## src/rtl/disp_scan_ctrl.sv

```systemverilog
// ---------------------------------------------------------------------------
// disp_scan_ctrl
//
// Purpose:
//   Controls the scanning of an 8-digit display. A prescaler divides clk into
//   digit slots, and Scan steps through digits 0..7 once per slot. Host writes
//   go into shadow registers. All shadow registers are copied to the live
//   registers together at the end of a frame, so a frame never shows a mix of
//   old and new values.
//
// Optional feature:
//   DISP_BLINK_EN  - When defined, this adds an 8-bit blink mask and a blink
//                    phase. The phase toggles every BLINK_FRAMES frames. While
//                    the phase is high, the masked digits are forced blank.
//                    When undefined, mask writes are acknowledged and then
//                    dropped.
//
// Parameters:
//   SCAN_DIV      clk cycles per digit slot (2..65535)
//   BLINK_FRAMES  frames per blink half-period (1..255)
//
// Ports:
//   clk         clock, rising edge
//   rst_n       asynchronous active-low reset
//   wr_en       write strobe, one write per cycle it is high
//   wr_sel      write target: 00 hex, 01 point, 10 LES, 11 blink mask
//   wr_data     write data; 8-bit targets take wr_data[7:0]
//   wr_ack      one-cycle pulse in the cycle after each write
//   Hexs        live digit nibbles
//   Scan        current digit index
//   point       live decimal-point bits
//   LES         live blank bits (1 = blanked), including blink masking
//   frame_tick  one-cycle pulse in the first cycle of each new frame
// ---------------------------------------------------------------------------
module disp_scan_ctrl #(
  parameter int SCAN_DIV     = 50000,
  parameter int BLINK_FRAMES = 16
) (
  input  logic        clk,
  input  logic        rst_n,
  input  logic        wr_en,
  input  logic [1:0]  wr_sel,
  input  logic [31:0] wr_data,
  output logic        wr_ack,
  output logic [31:0] Hexs,
  output logic [2:0]  Scan,
  output logic [7:0]  point,
  output logic [7:0]  LES,
  output logic        frame_tick
);

  localparam logic [15:0] PRESC_MAX = 16'(SCAN_DIV - 1);
  localparam logic [1:0]  SEL_HEX   = 2'b00;
  localparam logic [1:0]  SEL_POINT = 2'b01;
  localparam logic [1:0]  SEL_LES   = 2'b10;

  logic [15:0] presc;
  logic        slot_end;
  logic        frame_end;
  logic        pending;
  logic        commit;

  logic [31:0] hex_shadow;
  logic [7:0]  point_shadow;
  logic [7:0]  les_shadow;
  logic [31:0] hex_live;
  logic [7:0]  point_live;
  logic [7:0]  les_live;

  assign slot_end  = (presc == PRESC_MAX);
  assign frame_end = slot_end && (Scan == 3'd7);
  // A write in the commit cycle still sets pending again, so it is carried
  // into the next frame.
  assign commit    = frame_end && pending;

  // Slot/frame timing
  always_ff @(posedge clk or negedge rst_n) begin
    if (!rst_n) begin
      presc      <= '0;
      Scan       <= '0;
      frame_tick <= 1'b0;
    end else begin
      presc      <= slot_end ? '0 : presc + 16'd1;
      if (slot_end)
        Scan <= Scan + 3'd1;
      frame_tick <= frame_end;
    end
  end

  // Host write into shadow
  always_ff @(posedge clk or negedge rst_n) begin
    if (!rst_n) begin
      wr_ack       <= 1'b0;
      pending      <= 1'b0;
      hex_shadow   <= '0;
      point_shadow <= '0;
      les_shadow   <= '0;
    end else begin
      wr_ack <= wr_en;
      if (wr_en)
        pending <= 1'b1;
      else if (commit)
        pending <= 1'b0;
      if (wr_en) begin
        case (wr_sel)
          SEL_HEX:   hex_shadow   <= wr_data;
          SEL_POINT: point_shadow <= wr_data[7:0];
          SEL_LES:   les_shadow   <= wr_data[7:0];
          default:   ;
        endcase
      end
    end
  end

  // Frame-boundary commit (uses the shadow values from before this edge)
  always_ff @(posedge clk or negedge rst_n) begin
    if (!rst_n) begin
      hex_live   <= '0;
      point_live <= '0;
      les_live   <= '0;
    end else if (commit) begin
      hex_live   <= hex_shadow;
      point_live <= point_shadow;
      les_live   <= les_shadow;
    end
  end

  assign Hexs  = hex_live;
  assign point = point_live;

`ifdef DISP_BLINK_EN
  localparam logic [7:0] BLINK_MAX = 8'(BLINK_FRAMES - 1);

  logic [7:0] mask_shadow;
  logic [7:0] mask_live;
  logic [7:0] blink_cnt;
  logic       blink_phase;

  always_ff @(posedge clk or negedge rst_n) begin
    if (!rst_n) begin
      mask_shadow <= '0;
      mask_live   <= '0;
      blink_cnt   <= '0;
      blink_phase <= 1'b0;
    end else begin
      if (wr_en && (wr_sel == 2'b11))
        mask_shadow <= wr_data[7:0];
      if (commit)
        mask_live <= mask_shadow;
      if (frame_end) begin
        if (blink_cnt == BLINK_MAX) begin
          blink_cnt   <= '0;
          blink_phase <= ~blink_phase;
        end else begin
          blink_cnt <= blink_cnt + 8'd1;
        end
      end
    end
  end

  assign LES = les_live | (mask_live & {8{blink_phase}});
`else
  assign LES = les_live;
`endif

endmodule

```

## config.mk

```make
export PLATFORM = sky130hd
export DESIGN_NAME = disp_scan_ctrl
export DESIGN_NICKNAME = d
export VERILOG_FILES = /design/src/rtl/disp_scan_ctrl.sv
export SDC_FILE = /design/constraint.sdc
export NUM_CORES = 1
export LEC_CHECK = 0
export CORE_UTILIZATION = 62
export DETAILED_ROUTE_END_ITERATION = 6
export DONT_BUFFER_PORTS = 1
export PLACE_DENSITY = 0.78
export SLEW_MARGIN = 20
export SYNTH_ARGS = -nofsm -noshare
export SYNTH_HDL_FRONTEND = slang
export SYNTH_SLANG_ARGS = --single-unit
```

## constraint.sdc

```tcl
create_clock -name clk -period 3.3 [get_ports clk]
set_input_delay 0.66 -clock clk [delete_from_list [all_inputs] [get_ports clk]]
set_output_delay 0.66 -clock clk [all_outputs]
set_load 0.005 [all_outputs]
```

==> Yosys cells after proc, flatten, opt, wreduce, memory -nomap -nowiden <==
Cells that the tools add are included.
{ "classes": {"n_addsub": 2, "n_eq_ne": 4, "mux": 3, "n_reduce_logical": 7} }
{ "op_table": {"columns": ["cell", "n"], "rows": [
  ["$add 16x1->16 const B", 1],
  ["$eq 16x16->1 const B", 1],
  ["$mux 16", 1],
  ["$reduce_and 2->1", 3],
  ["$add 3x1->3 const B", 1],
  ["$eq 3x3->1 const B", 1],
  ["$eq 2x1->1 const B", 1],
  ["$eq 2x2->1 const B", 1],
  ["$logic_and 1x1->1", 2],
  ["$logic_not 2->1", 1],
  ["$mux 1", 2],
  ["$reduce_bool 2->1", 1]
]} }
{ "totals": {"register_bits": 118, "input_bits": 37, "output_inout_bits": 53, "elab_cells": 27} }

==> Depth between registers and ports, before layout <==
{ "depth": {"depth_word": 5, "ltp_mapped": 7, "depth_no_buf": 5} }

==> Least setup slack after synthesis <==
OpenSTA, ideal clock, no wires.
{ "synth_timing": {"path_kind": "flip-flop to flip-flop", "start": "register presc[7]", "end": "register hex_live[21], in the netlist Hexs[21]", "arrival_ns": 2.164, "setup_slack_ns": 1.008, "stages_incl_launch_ff": 7, "path_buffers": 2, "synth_period_minus_slack_ns": 2.292, "cell_sequence": "dfrtp_1 > or4b_1 > nor4_4 > and3_2 > buf_6 > buf_8 > mux2_1"} }
{ "synth_between": {"elab_chain_len": 3} }
{ "synth_lines": {"columns": ["element", "line_no", "rtl"], "rows": [
  ["from (decl)", "57", "logic [15:0] presc;"],
  ["from (signal assigned)", "83", "presc <= slot_end ? '0 : presc + 16'd1;"],
  ["$eq 16x16->1", "70", "assign slot_end = (presc == PRESC_MAX);"],
  ["$logic_and 1x1->1", "71", "assign frame_end = slot_end && (Scan == 3'd7);"],
  ["$logic_and 1x1->1", "74", "assign commit = frame_end && pending;"],
  ["to (signal assigned)", "122", "hex_live <= hex_shadow;"],
  ["to (decl)", "66", "logic [31:0] hex_live;"]
]} }
No other way between the ends.
A chain may end at the register's enable or synchronous reset.

==> Worst setup path after layout <==
{ "layout_timing": {"start": "register presc[7]", "end": "register point_live[2], in the netlist point[2]"} }
{ "layout_between": {"elab_chain_len": 3} }
{ "layout_lines": {"columns": ["element", "line_no", "rtl"], "rows": [
  ["$eq 16x16->1", "70", null],
  ["$logic_and 1x1->1", "71", null],
  ["$logic_and 1x1->1", "74", null],
  ["to (signal assigned)", "123", "point_live <= point_shadow;"],
  ["to (decl)", "67", "logic [7:0] point_live;"]
]} }
No other way between the ends.

==> results.cfg <==
[status]
outcome = complete, no violations

[power]
clkPwrFrac_pct = 51.4
leakagePower_nw = 2.54
seqPwrFrac_pct = 44.2
intPower_w = 0.00290
power.total_w = 0.00365
p_comb_share_pct = 4.4
peakVddDrop_uv = 558
swShare_pct = 20.7
switchingPower_w = 0.000754
power.density_mw_per_mm2 = 688

[floorplan]
start_util_pct = 65.8
core_area_sq_mm = 0.00694
io-pin-count = 90
chipHeight_um = 87.9
die_area_sq_mm = 0.00772
rows = 30
die_w_um = 87.9

[global_routing]
grt.total_usage_pct = 22.3
antenna_found_initial = 0
grt_max_degree = 119
grt.overflow.total = 0
grt_pass1_vias = 2527
grt_pass1_wl_um = 12600

[sta]
setup_violations = 0
fmax_mhz = 386
hold_viol = 0
rsz0062_at_grt = false
period_share_pct = 78.5
tns_ps = 0
max_slew_margin_pct = 52.3
fin_skew_ps = 7.33
period_needed_ps = 2590
tightest_slew_ps = 712
drv_slew = 0

[route]
drc = 0
vias = 2387
via_per_inst = 5.77
drtPass1Iterations = 4
drt-initial-drc-count = 96
wl_um = 7960
routedWlPerCell_um = 19.2
ant_nets = 0

[synth]
synthTopCellsByCount = dfrtp_1, mux2_2, mux2_1
ys_async_sr_fraction_pct = 100
synth_cells = 291
synth_area_per_cell_sq_um = 15.7
synth-edff-count = 0
synth_top_area_share_pct = 64.6
yosysSeqAreaShare_pct = 64.6
synth_cell_types = 31
synth_ff_type = dfrtp_1
syn_area_sq_mm = 0.00457
syn_nets = 331
synth_seq_cells = 118
yosys.cell_count.top_type = dfrtp_1
synthTopCellsByArea = dfrtp_1, mux2_2, mux2_1
yosysWarningCount = 0
yosys.area.top_type = dfrtp_1

[placement]
gp_congestion = 0.808
dp_hpwl_um = 4890
portBuffers = 0

[layout]
syn2layout_area_growth_pct = 16.0
finish.utilization_pct = 76.4
final.fill_count = 401
layout.area.seq_sq_mm = 0.00295
final_nets = 345
diodes = 0
multi_input_area_sq_mm = 0.00154
drive_gt1_share_pct = 36.8

[critical_path]
timing.rr.start = presc[7]
worstSetupPathType = reg2reg
worstSetupEndpoint = point[2]
required_ps = 3690
cp-start-kind = flip-flop
r2r_end = point[2]
crit_start = presc[7]
cp.arrival_ps = 2980
rr_worst_depth = 6
path_max_fanout = 48
endpoint_kind = flip-flop
rrSetupSlack_ps = 710

[worst_hold_path]
hp-class = in2async

[cts]
clk_latency_ps = 510
clock_sinks = 118
clk_root_buffer_cell = clkbuf_8
ctsResizeCount = 0
h-tree-depth = 4
clk_path_buf_depth = 2
cts-buffers-inserted = 17
cts.clk_slew.worst_paths_ps = 60
cts_tree = yes
cts_setup_buffers = 0

[job]
drv_cap = 0
-- cells by family (layout without fill, tap and decap cells) --
kind of cell / Yosys count / in the layout / synth area share [%]
flip-flops: 118 / 118 / 64.6
multiplexers: 98 / 98 / 24.1
AND/OR/NAND/NOR: 42 / 42 / 5.48
XOR/XNOR: 11 / 11 / 2.11
buffers and inverters: 11 / 38 / 1.86
AO/OA/AOI/OAI: 8 / 8 / 0.985
adder cells (fa/ha/maj): 3 / 3 / 0.821
-- per-stage QoR --
step	setup slack (ps)	cell area, sq um	hold WS (ps)	std cells
5_1_grt	618	5300	130	414
2_1_floorplan	1010	4570	364	291
4_1_cts	711	5300	122	414
3_5_place_dp	741	4670	367	381
3_3_place_gp	764	4670	367	381
6_report	709	5300	82.5	414
-- layout make-up --
| type | instances | area share (%) |
|---|---|---|
| Sequential cell | 118 | 55.7 |
| Multi-Input combinational cell | 162 | 29.0 |
| Clock buffer | 19 | 8.14 |
| Clock inverter | 13 | 3.37 |
| Tap cell | 96 | 2.26 |
| Timing Repair Buffer | 4 | 1.42 |
| Inverter | 2 | 0.142 |
-- repair_timing --
item / in CTS / in global routing
hold endpoints to repair: 118 / 0
hold buffers: 1 / 0
setup endpoints to repair: 0 / 0
-- state kept, by name (all words and copies together), names as in the netlist, 3 cells and up --
signal / flops
point_shadow: 8
presc: 16
les_shadow: 8
LES: 8
Hexs: 32
Scan: 3
hex_shadow: 32
point: 8
-- layout by cell type (no fill, tap or decap), drive strengths merged --
| master | n |
|---|---|
| nand3b | 3 |
| xnor2 | 4 |
| dfrtp | 118 |
| or3 | 3 |
| ha | 3 |
| or4b | 2 |
| clkinv | 7 |
| nor4 | 3 |
| or4 | 1 |
| nor3b | 1 |
| clkbuf | 19 |
| nor2 | 7 |
| buf | 4 |
| nand3 | 6 |
| a21o | 2 |
| mux2 | 98 |
| o21ai | 3 |
| nor2b | 1 |
| inv | 3 |
| clkinvlp | 1 |
| nor3 | 5 |
| a21oi | 3 |
| nand4 | 3 |
| nand2 | 6 |
| bufinv | 4 |
| xor2 | 7 |
| and3 | 1 |
-- power by group through the flow --
stage | clock, W | combinational [W] | sequential (W)
after global routing | 0.00197 | 0.000178 | 0.00163
after floorplan | 0 | 0.000112 | 0.00162
after detailed placement | 0 | 0.000130 | 0.00164
after global placement | 0 | 0.000123 | 0.00163
after CTS | 0.00190 | 0.000164 | 0.00162
final | 0.00188 | 0.000160 | 0.00162
-- per-layer routing --
layer	global-route usage [%]	up-vias	wire length (um)
met1	26.9	1233	3160
met4	9.54	0	102
li1	-	1069	-
met5	0	-	0
met2	36.4	72	4100
met3	8.11	13	586
-- worst min-delay path by stage --
stage / startpoint / to / slack, ps / cells after the start
after floorplan: rst_n / Hexs[0] / 360 / 0
after global placement: rst_n / hex_shadow[26] / 370 / 0
after detailed placement: rst_n / hex_shadow[26] / 370 / 0
after CTS: rst_n / hex_shadow[26] / 120 / 1
after global routing: rst_n / Hexs[30] / 130 / 1
final: rst_n / Hexs[30] / 80 / 1
-- critical path, stage by stage, from the launching register on --
cell     delay (ps)
dfrtp_1         450
or4b_1          600
nor4_4          270
buf_4           240
and3_2          230
buf_12          250
mux2_2          380
(Power assumes the default switching activity.)
